$ cat src/rtl/demux1to7_buf.sv
// demux1to7_buf: registered 1-to-7 distributor.
// One producer word per cycle is steered into one of seven one-entry lane
// registers. Each lane has its own valid/ready handshake, so a stalled
// consumer only blocks traffic addressed to its own lane.
module demux1to7_buf #(
  parameter int N = 32
) (
  input  logic             clk,
  input  logic             rst,
  input  logic [N-1:0]     in_data,
  input  logic [2:0]       in_sel,
  input  logic             in_valid,
  output logic             in_ready,
  output logic [7*N-1:0]   out_data,
  output logic [6:0]       out_valid,
  input  logic [6:0]       out_ready,
  output logic             err_sel
);

  localparam int LANES = 7;

  logic [N-1:0] lane_data_q [LANES];
  logic [N-1:0] lane_data_d [LANES];
  logic [6:0]   lane_valid_q;
  logic [6:0]   lane_valid_d;
  logic         err_sel_q;
  logic         err_sel_d;

  logic [6:0]   sel_onehot;
  logic         sel_legal;
  logic [6:0]   lane_load;
  logic [6:0]   lane_drain;
  logic         in_fire;

  // Decode the select once so the ready term and the load enables share it.
  // A select of 7 decodes to no lane at all.
  always_comb begin
    sel_onehot = '0;
    for (int k = 0; k < LANES; k++) begin
      sel_onehot[k] = (in_sel == 3'(k));
    end
    sel_legal = (in_sel != 3'd7);
  end

  // The selected lane can take a word if it is empty or is being drained
  // on this same edge; illegal selects are always accepted and dropped.
  always_comb begin
    in_ready = 1'b1;
    if (sel_legal) begin
      in_ready = |(sel_onehot & (~lane_valid_q | out_ready));
    end
    in_fire = in_valid && in_ready;
  end

  // Per-lane load and drain strobes for the coming edge.
  always_comb begin
    lane_load  = '0;
    lane_drain = '0;
    for (int k = 0; k < LANES; k++) begin
      lane_load[k]  = in_fire && sel_onehot[k];
      lane_drain[k] = lane_valid_q[k] && out_ready[k];
    end
  end

  // Next-state for the lanes: a load wins over a drain so a lane that is
  // emptied and refilled on the same edge stays valid with the new word.
  // Data is only written on a load, which keeps a stalled word stable.
  always_comb begin
    lane_valid_d = lane_valid_q;
    for (int k = 0; k < LANES; k++) begin
      lane_data_d[k] = lane_data_q[k];
      if (lane_load[k]) begin
        lane_data_d[k]  = in_data;
        lane_valid_d[k] = 1'b1;
      end else if (lane_drain[k]) begin
        lane_valid_d[k] = 1'b0;
      end
    end
  end

  // Sticky error: set whenever an illegal-select word is accepted.
  always_comb begin
    err_sel_d = err_sel_q || (in_fire && !sel_legal);
  end

  // Lane and error registers; reset discards everything in flight.
  always_ff @(posedge clk) begin
    if (rst) begin
      lane_valid_q <= '0;
      err_sel_q    <= 1'b0;
      for (int k = 0; k < LANES; k++) begin
        lane_data_q[k] <= '0;
      end
    end else begin
      lane_valid_q <= lane_valid_d;
      err_sel_q    <= err_sel_d;
      for (int k = 0; k < LANES; k++) begin
        lane_data_q[k] <= lane_data_d[k];
      end
    end
  end

  // Flatten the lane registers onto the output bus, lane k at [k*N +: N].
  always_comb begin
    out_data = '0;
    for (int k = 0; k < LANES; k++) begin
      out_data[k*N +: N] = lane_data_q[k];
    end
    out_valid = lane_valid_q;
    err_sel   = err_sel_q;
  end

endmodule
$ cat config.mk
export PLATFORM = sky130hd
export DESIGN_NAME = demux1to7_buf
export DESIGN_NICKNAME = d
export VERILOG_FILES = /design/src/rtl/demux1to7_buf.sv
export SDC_FILE = /design/constraint.sdc
export NUM_CORES = 1
export LEC_CHECK = 0
export CORE_ASPECT_RATIO = 0.75
export CORE_MARGIN = 1
export CORE_UTILIZATION = 30
export CTS_BUF_LIST = sky130_fd_sc_hd__clkbuf_4
export DETAILED_ROUTE_END_ITERATION = 8
export DONT_BUFFER_PORTS = 1
export GPL_ROUTABILITY_DRIVEN = 1
export SLEW_MARGIN = 20
export SYNTH_ARGS = -nofsm -noshare
export SYNTH_HDL_FRONTEND = slang
export SYNTH_SLANG_ARGS = --single-unit
$ cat constraint.sdc
create_clock -name clk -period 4 [get_ports clk]
set_input_delay 0.8 -clock clk [delete_from_list [all_inputs] [get_ports clk]]
set_output_delay 0.8 -clock clk [all_outputs]
set_load 0.05 [all_outputs]
==> results of run 1 <==
-- worst max path at each step --
stage | endpoint | slack (ps) | cells past startpoint | startpoint
floorplan | in_ready | 960 | 7 | in_sel[0]
global placement | in_ready | 500 | 4 | in_sel[2]
detailed placement | in_ready | 530 | 4 | in_sel[2]
CTS | in_ready | 80 | 4 | out_valid[1]
global route | in_ready | 20 | 4 | out_valid[1]
finish | in_ready | 110 | 4 | out_valid[1]
-- per-layer routing --
metal  wire [um]  up-vias  global-route usage  part of all wire
li1            -     3463                   -                 -
met1       12500     3380               0.258              0.42
met2       13300      338               0.318              0.44
met3        3590       52              0.0948              0.12
met4         615        0              0.0651             0.021
met5           0        -                   0                 0
-- cells by family (layout without fill, tap and decap cells) --
group | count (synthesis) | in the layout
and+or+nand+nor | 424 | 424
DFF | 232 | 232
AOI/OAI and AO/OA | 303 | 304
buffers and inverters | 85 | 109
-- metrics by stage --
step,utilization,worst slack (ps),hold slack (ps),instances,cell area [um2]
final,0.341,106,184,1420,9230
after global routing,0.341,16.0,95.0,1420,9230
after CTS,0.341,76.7,77.7,1420,9230
after detailed placement,0.316,527,683,1322,8550
after global placement,0.316,501,680,1322,8550
after floorplan,-,958,672,1044,8280
-- power by group through the flow --
stage | registers (mW) | clock network (mW) | logic (mW)
2_1_floorplan | 2.57 | 0 | 0.150
3_3_place_gp | 2.59 | 0 | 0.159
3_5_place_dp | 2.59 | 0 | 0.163
4_1_cts | 2.54 | 1.93 | 0.168
5_1_grt | 2.54 | 2.04 | 0.186
6_report | 2.54 | 1.85 | 0.168
-- area by class of cell --
cell class	instances	area, um2	area share
clock buffer	78	586	0.0634
multi-input combinational	728	3390	0.367
clock inverter	19	75.1	0.00813
sequential	232	4640	0.503
timing repair buffer	12	103	0.0111
tap	351	439	0.0476
-- cell usage after synthesis --
library cell    n  area share
a22oi_2         1      0.0015
nand2_1       390        0.18
o21ai_1         4      0.0024
o22ai_1         1     0.00076
buf_2          16      0.0097
nand4_1         1     0.00076
and2_0          1     0.00076
or2_1           1     0.00076
nor3_2          1      0.0012
a21oi_1       230        0.14
a211oi_2        1      0.0015
o21ai_0        30       0.018
o21a_1          1     0.00091
and3_1          1     0.00076
nor2b_1         4      0.0030
or4_1           1     0.00091
nor3_1          1     0.00060
nor2_2          1     0.00076
a21bo_2         1      0.0012
and2_1          2      0.0015
clkbuf_1       69       0.031
or3_1           2      0.0015
a32oi_2         1      0.0020
nor2_1         10      0.0045
o22a_1          1      0.0011
nor4_2          1      0.0015
nand2b_2        1      0.0011
o211ai_1       32       0.029
nand2b_1        6      0.0045
dfxtp_1       232        0.56
-- cell usage in the layout (no fill, tap or decap) --
| cell type | n |
|---|---|
| dfxtp_1 | 232 |
| a21oi_1 | 230 |
| nor2b_1 | 4 |
| nor4_4 | 1 |
| clkinv_1 | 15 |
| o21ai_0 | 30 |
| a22oi_2 | 1 |
| clkinv_2 | 3 |
| a32oi_2 | 1 |
| or2_1 | 1 |
| o22a_1 | 1 |
| nor3_4 | 2 |
| buf_4 | 11 |
| nor2_1 | 9 |
| o21a_2 | 1 |
| nand2b_1 | 6 |
| and3_2 | 1 |
| and2_2 | 1 |
| a21bo_2 | 1 |
| buf_12 | 1 |
| clkbuf_4 | 78 |
| nor2_2 | 1 |
| nand2_2 | 1 |
| a211oi_4 | 1 |
| nand2_1 | 389 |
| or3_1 | 2 |
| and2_1 | 2 |
| nand2b_2 | 1 |
| nand4_1 | 1 |
| inv_2 | 1 |
| nor2_4 | 1 |
| a32oi_4 | 1 |
| o211ai_1 | 32 |
| or4_1 | 1 |
| o21ai_4 | 1 |
| o21ai_1 | 3 |
| o22ai_1 | 1 |
-- critical path, stage by stage, from the launching register on --
cell and delay [ps]:
dfxtp_1 630, nor2b_1 680, o22a_1 390, a32oi_4 200, or2_1 530
-- sequential cells by signal (all words and copies together) (netlist names) --
name	count
err_sel	1
lane_data_q	224
out_valid	7
-- timing repair --
item / in CTS / in global routing
resized for setup: 0 / 0
hold endpoints to repair: 0 / 0
setup endpoints to repair: 1 / 0
==> run_results.csv, run 1 <==
group,metric,value,unit
synth,yosysUniqueCellTypes,30,
sta,fin_setup_tns,0,ps
floorplan,die_y,146,um
min_path,hp-start,"rst",
pwr,net-switching-power,1.25,mW
cts,cts_root_buf,"clkbuf_4",
sta,min_period,3890,ps
global_routing,grt_max_degree,233,
pwr,ir_worst_vdd,0.222,mV
synth,netlist_area,0.00828,mm2
worst_setup_path,worstPathMaxFanout,17,
global_routing,grt_pass1_wl,44300,um
cts,cts_made_buffers,58,
cts,clock_latency,690,ps
floorplan,coreArea,0.0271,mm2
global_routing,grt_usage,0.207,
cts,htreeDepth,2,
route,wl,30000,um
synth,yosysSeqAreaShare,0.561,
job,drv_cap,0,
floorplan,start_util,0.306,
worst_setup_path,cp.arrival,3090,ps
synth,synth_warnings,0,
synth,synthesis.nets,1089,
pwr,p_int,3.30,mW
route,drc,0,
cts,cts_tree,"yes",
route,vias,7233,
worst_setup_path,crit_type,"reg -> out",
pwr,leakage,2.95,nW
sta,drv_slew,0,
worst_setup_path,reg2reg_to,"lane_data_q[5][7]",
worst_setup_path,crit_path_start_kind,"flop",
min_path,holdPathStages,1,
route,initialDrtViolationCount,411,
final_layout,diodes,0,
cts,postCtsHoldBufs,0,
synth,netlist_instances,1044,
sta,finalHoldViolCount,0,
sta,fmax,257,MHz
min_path,hold_end,"lane_data_q[3][12]",
route,viasPerCell,5.09,
synth,syn_area_per_cell,7.93,um2
cts,clk_pin_slew,60,ps
sta,fin_skew,42.7,ps
final_layout,fillers,2885,
cts,clk_path_buf_depth,3,
global_routing,gr-total-overflow,0,
synth,synth_xor_area_frac,0,
pwr,p_per_area,493,mW/mm2
pwr,swShare,0.275,
worst_setup_path,end_kind,"primary output",
global_routing,antenna_found_initial,1,
status,status,"finished clean",
floorplan,rows,52,
floorplan,dieArea,0.0283,mm2
final_layout,num-nets-final,1077,
worst_setup_path,rr_startpoint,"out_valid[1]",
sta,fin_crit_sh,0.974,
cts,cts_sinks,232,
floorplan,io_pins,278,
synth,synth-compound-area-share,0.197,
placement,port_buffers,0,
pwr,power_frac_seq,0.557,
worst_setup_path,required,3200,ps
synth,synth_top_family_by_area,"simple AND/OR/NAND/NOR gates",
synth,synthSimpleGateAreaFrac,0.201,
pwr,combPwrFrac,0.037,
min_path,hold_path.class,"in -> reg",
sta,finalSetupViolations,0,
final_layout,area_growth,11.5,%
pwr,power.total,4.55,mW
placement,gp_congestion,0.783,
floorplan,die-width,194,um
worst_setup_path,ff2ff_setup_slack,1050,ps
global_routing,grt_pass1_vias,6949,
route,antenna_left,0,
sta,worstMarginPinSlew,1040,ps
synth,synth-seq-cells,232,
placement,detailed_place_hpwl,19100,um
worst_setup_path,reg2reg_depth,6,
sta,maxSlewHeadroom,0.308,
pwr,power.share.clock,0.406,
route,firstDrtPassIters,5,
cts,post-cts-setup-buffer-count,0,
final_layout,drive_above_1_share,0.103,
synth,synth_mux_area_frac,0,
sta,rsz0062_at_grt,"false",
synth,synth_adder_area_share,0,
route,wl_per_cell,21.1,um
Note: power is estimated with default switching activity, not from simulation.
==> run 2: changes to the inputs <==
GPL_TIMING_DRIVEN = 0   (was default)
==> run_results.csv, run 2 (same netlist as run 1, synthesis figures left out) <==
group,metric,value,unit
final_layout,layout_common_cells,"nand2_1 (390), dfxtp_1 (232), a21oi_1 (230)",
sta,fin_hold_ws,230,ps
floorplan,die-width,194,um
cts,post-cts-setup-buffer-count,0,
sta,fin_setup_tns,0,ps
final_layout,seq_area,0.00464,mm2
floorplan,rows,52,
pwr,ir_worst_vdd,0.232,mV
worst_setup_path,reg2reg_depth,6,
pwr,combPwrFrac,0.048,
placement,dpl_cell_area,0.00872,mm2
job,drv_cap,0,
min_path,hp-start,"in_data[3]",
final_layout,area_growth,13.2,%
cts,cts_made_buffers,58,
sta,maxSlewHeadroom,0.320,
worst_setup_path,rr_startpoint,"out_valid[1]",
pwr,power_frac_seq,0.551,
cts,htreeDepth,2,
final_layout,final_area,0.00938,mm2
placement,dp_slack,534,ps
placement,port_buffers,0,
pwr,p_int,3.33,mW
pwr,swShare,0.278,
pwr,net-switching-power,1.28,mW
worst_setup_path,required,3200,ps
pwr,p_per_area,491,mW/mm2
global_routing,gr-total-overflow,0,
route,drc,0,
worst_setup_path,cp.arrival,3020,ps
placement,detailed_place_hpwl,23200,um
sta,fin_crit_sh,0.955,
route,wl,32400,um
sta,finalSetupViolations,0,
floorplan,start_util,0.306,
global_routing,grt_max_degree,15,
cts,clock_latency,700,ps
worst_setup_path,crit_path_start_kind,"flop",
worst_setup_path,crit_type,"reg -> out",
sta,drv_slew,0,
worst_setup_path,reg2reg_to,"lane_data_q[5][22]",
floorplan,dieArea,0.0283,mm2
route,initialDrtViolationCount,346,
sta,setup_slack,179,ps
status,status,"finished clean",
pwr,power.share.clock,0.401,
cts,postCtsHoldBufs,0,
min_path,hold_path.class,"in -> reg",
final_layout,fillers,2921,
placement,gp_congestion,0.832,
cts,cts_root_buf,"clkbuf_4",
final_layout,regMostFlops,"lane_data_q",
floorplan,io_pins,278,
cts,clk_path_buf_depth,3,
global_routing,grt_usage,0.225,
floorplan,die_y,146,um
cts,cts_sinks,232,
pwr,leakage,3.01,nW
sta,min_period,3820,ps
worst_setup_path,cp-endpoint,"in_ready",
worst_setup_path,startpoint,"out_valid[1]",
final_layout,largest_reg_flops,224,
cts,clk_pin_slew,70,ps
floorplan,coreArea,0.0271,mm2
sta,fmax,262,MHz
cts,cts_tree,"yes",
cts,cts_resized,0,
final_layout,drive_above_1_share,0.0950,
sta,rsz0062_at_grt,"false",
route,firstDrtPassIters,7,
worst_setup_path,worstPathMaxFanout,10,
final_layout,layout_commonest_cell,"nand2_1",
final_layout,multiInputGateArea,0.00330,mm2
global_routing,antenna_found_initial,0,
final_layout,diodes,0,
route,wl_per_cell,21.8,um
route,vias,7585,
worst_setup_path,ff2ff_setup_slack,940,ps
route,antenna_left,0,
sta,finalHoldViolCount,0,
worst_setup_path,end_kind,"primary output",
sta,fin_skew,31.7,ps
sta,worstMarginPinSlew,1010,ps
global_routing,grt_pass1_wl,47200,um
final_layout,num-nets-final,1149,
global_routing,grt_pass1_vias,7405,
route,viasPerCell,5.10,
run 2: power by group through the flow:
stage          Sequential, mW  Combinational, mW  Clock (mW)
4_1_cts                  2.54              0.225        1.92
6_report                 2.54              0.222        1.85
3_3_place_gp             2.59              0.219           0
3_5_place_dp             2.59              0.224           0
5_1_grt                  2.54              0.247        2.04
2_1_floorplan            2.57              0.150           0
run 2: worst min path at each step:
| stage | end | cells after the start |
|---|---|---|
| global route | lane_data_q[6][0] | 2 |
| floorplan | lane_data_q[5][10] | 2 |
| CTS | lane_data_q[5][31] | 2 |
| finish | lane_data_q[5][3] | 2 |
| global placement | lane_data_q[5][4] | 2 |
| detailed placement | lane_data_q[3][24] | 2 |
run 2: layout make-up:
type,count,area share
clock inverters,12,0.00507
flip-flops and latches,232,0.495
multi-input cells,727,0.352
well taps,351,0.0468
plain buffers,85,0.0362
clock buffers,81,0.0648
run 2: through the flow:
step	util	total power, mW	std cells
after CTS	0.346	4.68	1488
after global routing	0.346	4.83	1488
after global placement	0.322	2.81	1395
after detailed placement	0.322	2.81	1395
after floorplan	-	2.72	1044
final	0.346	4.61	1488
run 2: layer usage:
metal / routed length (um) / GRT usage / up-vias
met2: 14200 / 0.345 / 332
met4: 597 / 0.0647 / 0
li1: - / - / 3600
met3: 3870 / 0.109 / 48
met5: 0 / 0 / -
met1: 13800 / 0.278 / 3605
run 2: worst max-delay path: stages, from the launching register on:
cell	delay, ps
dfxtp_1	470
nor2b_1	310
o22a_1	270
a32oi_2	490
buf_2	320
or2_1	480
